## config.mk

```make
export PLATFORM = sky130hd
export DESIGN_NAME = outfifo_load_fsm_ne
export DESIGN_NICKNAME = d
export VERILOG_FILES = /design/src/rtl/outintf_pkg_ne.sv /design/src/rtl/outload_wrpipe_ne.sv /design/src/rtl/outfifo_load_fsm_ne.sv
export SDC_FILE = /design/constraint.sdc
export NUM_CORES = 1
export LEC_CHECK = 0
export BUFFER_PORTS_ARGS = -buffer_cell sky130_fd_sc_hd__buf_2
export CAP_MARGIN = 10
export CORE_AREA = 10 10 347 349
export DETAILED_ROUTE_END_ITERATION = 10
export DIE_AREA = 0 0 357 359
export SLEW_MARGIN = 20
export SYNTH_ARGS = -nofsm -noshare
export SYNTH_HDL_FRONTEND = slang
export SYNTH_SLANG_ARGS = --single-unit
```

## constraint.sdc

```tcl
create_clock -name clk -period 3.79 [get_ports clk]
set_input_delay 0.379 -clock clk [delete_from_list [all_inputs] [get_ports clk]]
set_output_delay 0.379 -clock clk [all_outputs]
set_load 0.02 [all_outputs]
```

## src/rtl/outintf_pkg_ne.sv

```systemverilog
// Shared types and defaults for the outFIFO loader: state encoding and frame geometry.
package outintf_pkg_ne;

    localparam int KB_DEF          = 14;
    localparam int HDDW_DEF        = 32;
    localparam int UNLOADCOUNT_DEF = 17;
    localparam int WRPIPE_DEPTH    = 2;

    typedef enum logic [2:0] {
        ST_IDLE       = 3'd0,
        ST_WAIT_EMPTY = 3'd1,
        ST_READ       = 3'd2,
        ST_DRAIN      = 3'd3,
        ST_DONE       = 3'd4,
        ST_WAIT_ACK   = 3'd5
    } load_state_t;

    function automatic logic state_busy(input load_state_t s);
        return s != ST_IDLE;
    endfunction

endpackage

```

## src/rtl/outload_wrpipe_ne.sv

```systemverilog
// Write-side delay line: valid/address shift register plus a data capture register.
// DEPTH = HD memory read latency + 1 output register; DEPTH must be at least 2.
module outload_wrpipe_ne
    import outintf_pkg_ne::*;
#(
    parameter int DEPTH = WRPIPE_DEPTH,
    parameter int AW    = 5,
    parameter int DW    = KB_DEF * HDDW_DEF
) (
    input  logic          clk,
    input  logic          rst,
    input  logic          vld_in,
    input  logic [AW-1:0] addr_in,
    input  logic [DW-1:0] din,
    output logic          vld_out,
    output logic [AW-1:0] addr_out,
    output logic [DW-1:0] dout,
    output logic          stage_busy
);

    logic [DEPTH-1:0] vld_reg;
    logic [DEPTH-1:0] vld_next;
    logic [AW-1:0]    addr_reg  [DEPTH];
    logic [AW-1:0]    addr_next [DEPTH];
    logic [DW-1:0]    dout_reg;

    genvar gi;
    generate
        for (gi = 0; gi < DEPTH; gi++) begin : g_stage
            if (gi == 0) begin : g_head
                assign vld_next[gi]  = vld_in;
                assign addr_next[gi] = addr_in;
            end else begin : g_tail
                assign vld_next[gi]  = vld_reg[gi-1];
                assign addr_next[gi] = addr_reg[gi-1];
            end
        end
    endgenerate

    always_ff @(posedge clk) begin
        if (!rst) begin
            vld_reg <= '0;
            for (int i = 0; i < DEPTH; i++) begin
                addr_reg[i] <= '0;
            end
        end else begin
            vld_reg  <= vld_next;
            addr_reg <= addr_next;
        end
    end

    // Memory data is valid while the row sits in the second-to-last stage.
    always_ff @(posedge clk) begin
        if (!rst) begin
            dout_reg <= '0;
        end else if (vld_reg[DEPTH-2]) begin
            dout_reg <= din;
        end
    end

    assign vld_out    = vld_reg[DEPTH-1];
    assign addr_out   = addr_reg[DEPTH-1];
    assign dout       = dout_reg;
    assign stage_busy = |vld_reg[DEPTH-2:0];

endmodule

```

## src/rtl/outfifo_load_fsm_ne.sv

```systemverilog
// Loads one decoded frame from HD memory into the output FIFO, then starts FIFO read-out.
// Optional macro OUTLOAD_OVERRUN_DET_EN enables the sticky dropped-frame (overrun) flag.
module outfifo_load_fsm_ne
    import outintf_pkg_ne::*;
#(
    parameter int KB           = KB_DEF,
    parameter int HDDW         = HDDW_DEF,
    parameter int UNLOADCOUNT  = UNLOADCOUNT_DEF,
    parameter int ADDRESSWIDTH = 5,
    parameter int HDADDRWIDTH  = 5
) (
    input  logic                    clk,
    input  logic                    rst,
    input  logic                    siso_ready,
    input  logic                    fifo_empty,
    input  logic [KB*HDDW-1:0]      HD_in,
    output logic                    hd_rd_en,
    output logic [HDADDRWIDTH-1:0]  hd_rd_addr,
    output logic [KB*HDDW-1:0]      WRDIN_kb,
    output logic [ADDRESSWIDTH-1:0] WA,
    output logic                    wr_en,
    output logic                    rd_en,
    output logic                    busy,
    output logic                    overrun
);

    localparam logic [HDADDRWIDTH-1:0] LAST_ROW = HDADDRWIDTH'(UNLOADCOUNT - 1);

    load_state_t            state_reg;
    logic                   pending_reg;
    logic [HDADDRWIDTH-1:0] rdcnt_reg;
    logic                   start_read;
    logic                   pipe_busy;
    logic                   last_wr;

    assign start_read = fifo_empty &&
                        (((state_reg == ST_IDLE) && pending_reg) || (state_reg == ST_WAIT_EMPTY));
    assign last_wr    = wr_en && !pipe_busy;
    assign busy       = state_busy(state_reg);

    always_ff @(posedge clk) begin
        if (!rst) begin
            state_reg   <= ST_IDLE;
            pending_reg <= 1'b0;
            rdcnt_reg   <= '0;
            hd_rd_en    <= 1'b0;
            hd_rd_addr  <= '0;
            rd_en       <= 1'b0;
        end else begin
            // A frame arriving on the same edge as the clear stays queued.
            pending_reg <= siso_ready | (pending_reg & ~start_read);
            hd_rd_en    <= 1'b0;
            rd_en       <= 1'b0;
            case (state_reg)
                ST_IDLE, ST_WAIT_EMPTY: begin
                    if (start_read) begin
                        state_reg  <= ST_READ;
                        rdcnt_reg  <= '0;
                        hd_rd_en   <= 1'b1;
                        hd_rd_addr <= '0;
                    end else if (pending_reg) begin
                        state_reg <= ST_WAIT_EMPTY;
                    end
                end
                ST_READ: begin
                    if (rdcnt_reg == LAST_ROW) begin
                        state_reg  <= ST_DRAIN;
                        rdcnt_reg  <= '0;
                        hd_rd_addr <= '0;
                    end else begin
                        rdcnt_reg  <= rdcnt_reg + 1'b1;
                        hd_rd_en   <= 1'b1;
                        hd_rd_addr <= rdcnt_reg + 1'b1;
                    end
                end
                ST_DRAIN: begin
                    if (last_wr) begin
                        state_reg <= ST_DONE;
                        rd_en     <= 1'b1;
                    end
                end
                ST_DONE: begin
                    state_reg <= ST_WAIT_ACK;
                end
                ST_WAIT_ACK: begin
                    // Empty only drops once the FIFO has latched rd_en; reloading before that would double-load.
                    if (!fifo_empty) begin
                        state_reg <= ST_IDLE;
                    end
                end
                default: begin
                    state_reg <= ST_IDLE;
                end
            endcase
        end
    end

    outload_wrpipe_ne #(
        .DEPTH (WRPIPE_DEPTH),
        .AW    (ADDRESSWIDTH),
        .DW    (KB*HDDW)
    ) u_wrpipe (
        .clk        (clk),
        .rst        (rst),
        .vld_in     (hd_rd_en),
        .addr_in    (ADDRESSWIDTH'(hd_rd_addr)),
        .din        (HD_in),
        .vld_out    (wr_en),
        .addr_out   (WA),
        .dout       (WRDIN_kb),
        .stage_busy (pipe_busy)
    );

`ifdef OUTLOAD_OVERRUN_DET_EN
    logic overrun_reg;

    always_ff @(posedge clk) begin
        if (!rst) begin
            overrun_reg <= 1'b0;
        end else if (siso_ready && pending_reg && !start_read) begin
            overrun_reg <= 1'b1;
        end
    end

    assign overrun = overrun_reg;
`else
    assign overrun = 1'b0;
`endif

endmodule

```

==> out/qor.txt <==
status: complete, no violations
fraction of registers with async set/reset: 0%
Worst setup SP type: flip-flop
placeable core region: 114000 sq um
gp weighted congestion: 0.843
post-layout instance count excluding filler cells: 4461
RSZ-0062 raised after global routing: false
routing layer with the top usage in global route: met2
DRT Pass-1 Iters: 5
ratio of cells with drive above 1 in the final layout: 35.7%
type of destination of the critical path: output port
via count of the first global-routing pass: 16906
met3 routing resource usage after global routing: 5.65%
detailed router's first-iteration violation count: 947
critical-path maximum fanout: 12
antenna violations before repair: 71
power density relative to cell area: 450 nW/um^2
fraction of power consumed by sequential logic: 40.4%
largest area contributor in the synthesized netlist: sky130_fd_sc_hd__dfxtp_1
clock tree root driver cell: sky130_fd_sc_hd__clkbuf_16
total congestion overflow: 0
# DRC: 0
Die W: 357 um
via/cell ratio: 3.68
met2 track demand over resource in global routing: 23.7%
sum of negative setup slack: 0 ps
area share of the largest cell type after synthesis: 56.9%
post-place setup slack: 1850 ps
flip-flop count of the largest register after layout: 448
post-synth cell types: 40
register area share after synthesis: 56.9%
leakage power: 12.8 nW
Worst Tran Pin Value: 856 ps
HPWL Detailed: 77.1 mm
setup clock skew after layout: 15.3 ps
global-route wire length before repair: 133 mm
maximum clock frequency: 484 MHz
number of instances in the synthesized netlist: 1547
Layout Nets: 3323
post-placement cell count: 3884
post-layout total power: 13.2 mW
vertical die dimension: 359 um
detailed-route wire length: 97.2 mm
via count of the routed design: 16423
final critical delay including setup and external delays: 2070 ps
post-route ant nets: 0
total die area: 128000 sq um
CP Data Required Time: 3410 ps
Inserted Clock Buffers: 59
site row count: 124
I/O pin total: 915
switching share of power: 28.1%
net switching power: 3.70 mW
fin. max-slew vios: 0
post-route standard cell area excluding fillers: 29200 sq um
global-route usage over all layers: 14.5%
final core utilization: 25.8%
number of nets in the synthesized netlist: 2001
synthesis-to-layout area growth: 76.3%
crit path setup slack, layout: 1720 ps
final worst path period share: 54.5%
Max Cap Violations: 0
netlist area before placement: 16600 sq um
Fin Hold WS: 42.5 ps
number of synthesized flops with an enable pin: 0
clock slew seen by the registers of the worst setup and hold paths: 60 ps
CP Class: reg2out
critical path arrival: 1690 ps
Placed Instance Area: 22800 sq um
total number of yosys warnings: 0
TritonCTS clock tree: built
largest cells by area after synthesis: sky130_fd_sc_hd__dfxtp_1 57%, sky130_fd_sc_hd__mux2i_1 27%, sky130_fd_sc_hd__nor2_1 10%
power share of the combinational group: 15.9%
CTS Buffer Depth: 3
H-tree lvl count: 2
worst hold path class: in2reg
total number of clock tree sinks: 471
count of buffers inserted at the top-level ports: 913
effective utilization at floorplan: 14.6%
per-instance average area after synthesis: 10.7 sq um
final-report setup violation count: 0
number of buffers inserted to repair setup after CTS: 0
clock network fraction of design power: 43.7%
cell-internal power: 9.45 mW
largest vdd supply drop: 374 uV
Clk Latency, worst-skew pair: 640 ps
average routed wire per standard cell: 21.8 um
met1 layer usage reported by global route: 15.7%
maximum number of pins on one net before global-route repair: 97
Rel. slew slack: 42.9%
synthesized flop and latch total: 471
endpoints failing hold: 0
prevailing post-synth register cell: sky130_fd_sc_hd__dfxtp_1
## critical path, stage by stage (launching register included)
cell,delay [ps]
sky130_fd_sc_hd__dfxtp_1,560
sky130_fd_sc_hd__inv_1,220
sky130_fd_sc_hd__nand2_1,90
sky130_fd_sc_hd__buf_2,170
## synth_stat cells, types with 2 or more instances
master                     count
sky130_fd_sc_hd__ha_1          2
sky130_fd_sc_hd__buf_2        48
sky130_fd_sc_hd__nor3_1        3
sky130_fd_sc_hd__nand2_1       2
sky130_fd_sc_hd__inv_1         4
sky130_fd_sc_hd__buf_4         8
sky130_fd_sc_hd__o211ai_1      2
sky130_fd_sc_hd__nand3_1       2
sky130_fd_sc_hd__o21ai_0       3
sky130_fd_sc_hd__clkbuf_1     48
sky130_fd_sc_hd__o21a_1        2
sky130_fd_sc_hd__nand3b_1      2
sky130_fd_sc_hd__dfxtp_1     471
sky130_fd_sc_hd__nor2_1      457
sky130_fd_sc_hd__buf_6         3
sky130_fd_sc_hd__mux2i_1     449
sky130_fd_sc_hd__and2_1        9
sky130_fd_sc_hd__nor4_1        3
sky130_fd_sc_hd__a21oi_1       4
sky130_fd_sc_hd__buf_1         3
sky130_fd_sc_hd__o31ai_1       3
## final timing paths
path / startpoint / endpoint / slack (ps) / cells past startpoint
worst max-delay path: state_reg[0]$_SDFFE_PN0P_ / busy / 1720 / 3
worst min register to register: u_wrpipe.addr_next[1]$_SDFF_PN0_ / u_wrpipe.addr_out[1]$_SDFF_PN0_ / 430 / 1
worst max register to register: u_wrpipe.vld_reg[0]$_SDFF_PN0_ / u_wrpipe.dout[434]$_SDFFE_PN0P_ / 1780 / 3
worst min-delay path: HD_in[198] / u_wrpipe.dout[198]$_SDFFE_PN0P_ / 40 / 3
## kinds of logic (layout without fill, tap and decap cells)
kind of cell,count (synthesis),in the layout,share of synthesized area (%)
AOI/OAI and AO/OA,22,22,1.02
adders and majority gates,2,2,0.151
buffers and inverters,115,1486,3.28
DFF,471,471,56.9
muxes,450,450,27.2
other,1,32,0.0226
and+or+nand+nor,486,486,11.5
## repair_timing
item,4_1_cts,5_1_grt
hold buffers,436,0
hold endpoints to repair,436,0
endpoints found under the setup margin,0,0
resized for setup,0,0
## power by group through the flow
stage                     Combinational (mW)  Clock (mW)  Sequential, mW
final                                   2.09        5.76            5.32
after global routing                    2.24        6.16            5.34
after CTS                               2.12        6.01            5.31
after detailed placement                1.71           0            5.41
after global placement                  1.69           0            5.41
after floorplan                        0.687           0            5.65
## per-layer routing
layer | vias to the layer above | wire length (um)
met2 | 738 | 44800
met5 | - | 377
met4 | 54 | 6420
met1 | 7578 | 36200
li1 | 7852 | -
met3 | 201 | 9400
## layout by cell type (no fill, tap or decap), types with 7 or more instances in the layout
cell type                         n
sky130_fd_sc_hd__diode_2         31
sky130_fd_sc_hd__dfxtp_1        470
sky130_fd_sc_hd__clkbuf_8        10
sky130_fd_sc_hd__clkinv_2         7
sky130_fd_sc_hd__buf_12          11
sky130_fd_sc_hd__clkbuf_1        11
sky130_fd_sc_hd__buf_2          913
sky130_fd_sc_hd__nor2_1         457
sky130_fd_sc_hd__dlygate4sd3_1  436
sky130_fd_sc_hd__clkbuf_16       60
sky130_fd_sc_hd__buf_4           11
sky130_fd_sc_hd__and2_1           9
sky130_fd_sc_hd__inv_6            7
sky130_fd_sc_hd__clkinvlp_4       8
sky130_fd_sc_hd__mux2i_1        449
## area by class of cell
class,instances,area (sq um)
Clock buffer,81,1680
Multi-Input combinational cell,961,6610
Fill cell,12099,84300
Clock inverter,29,289
Inverter,5,26.3
Antenna cell,31,77.6
Sequential cell,471,9430
Tap cell,1512,1890
Timing Repair Buffer,1371,9240
No activity file was read; power rests on OpenSTA's default activity.
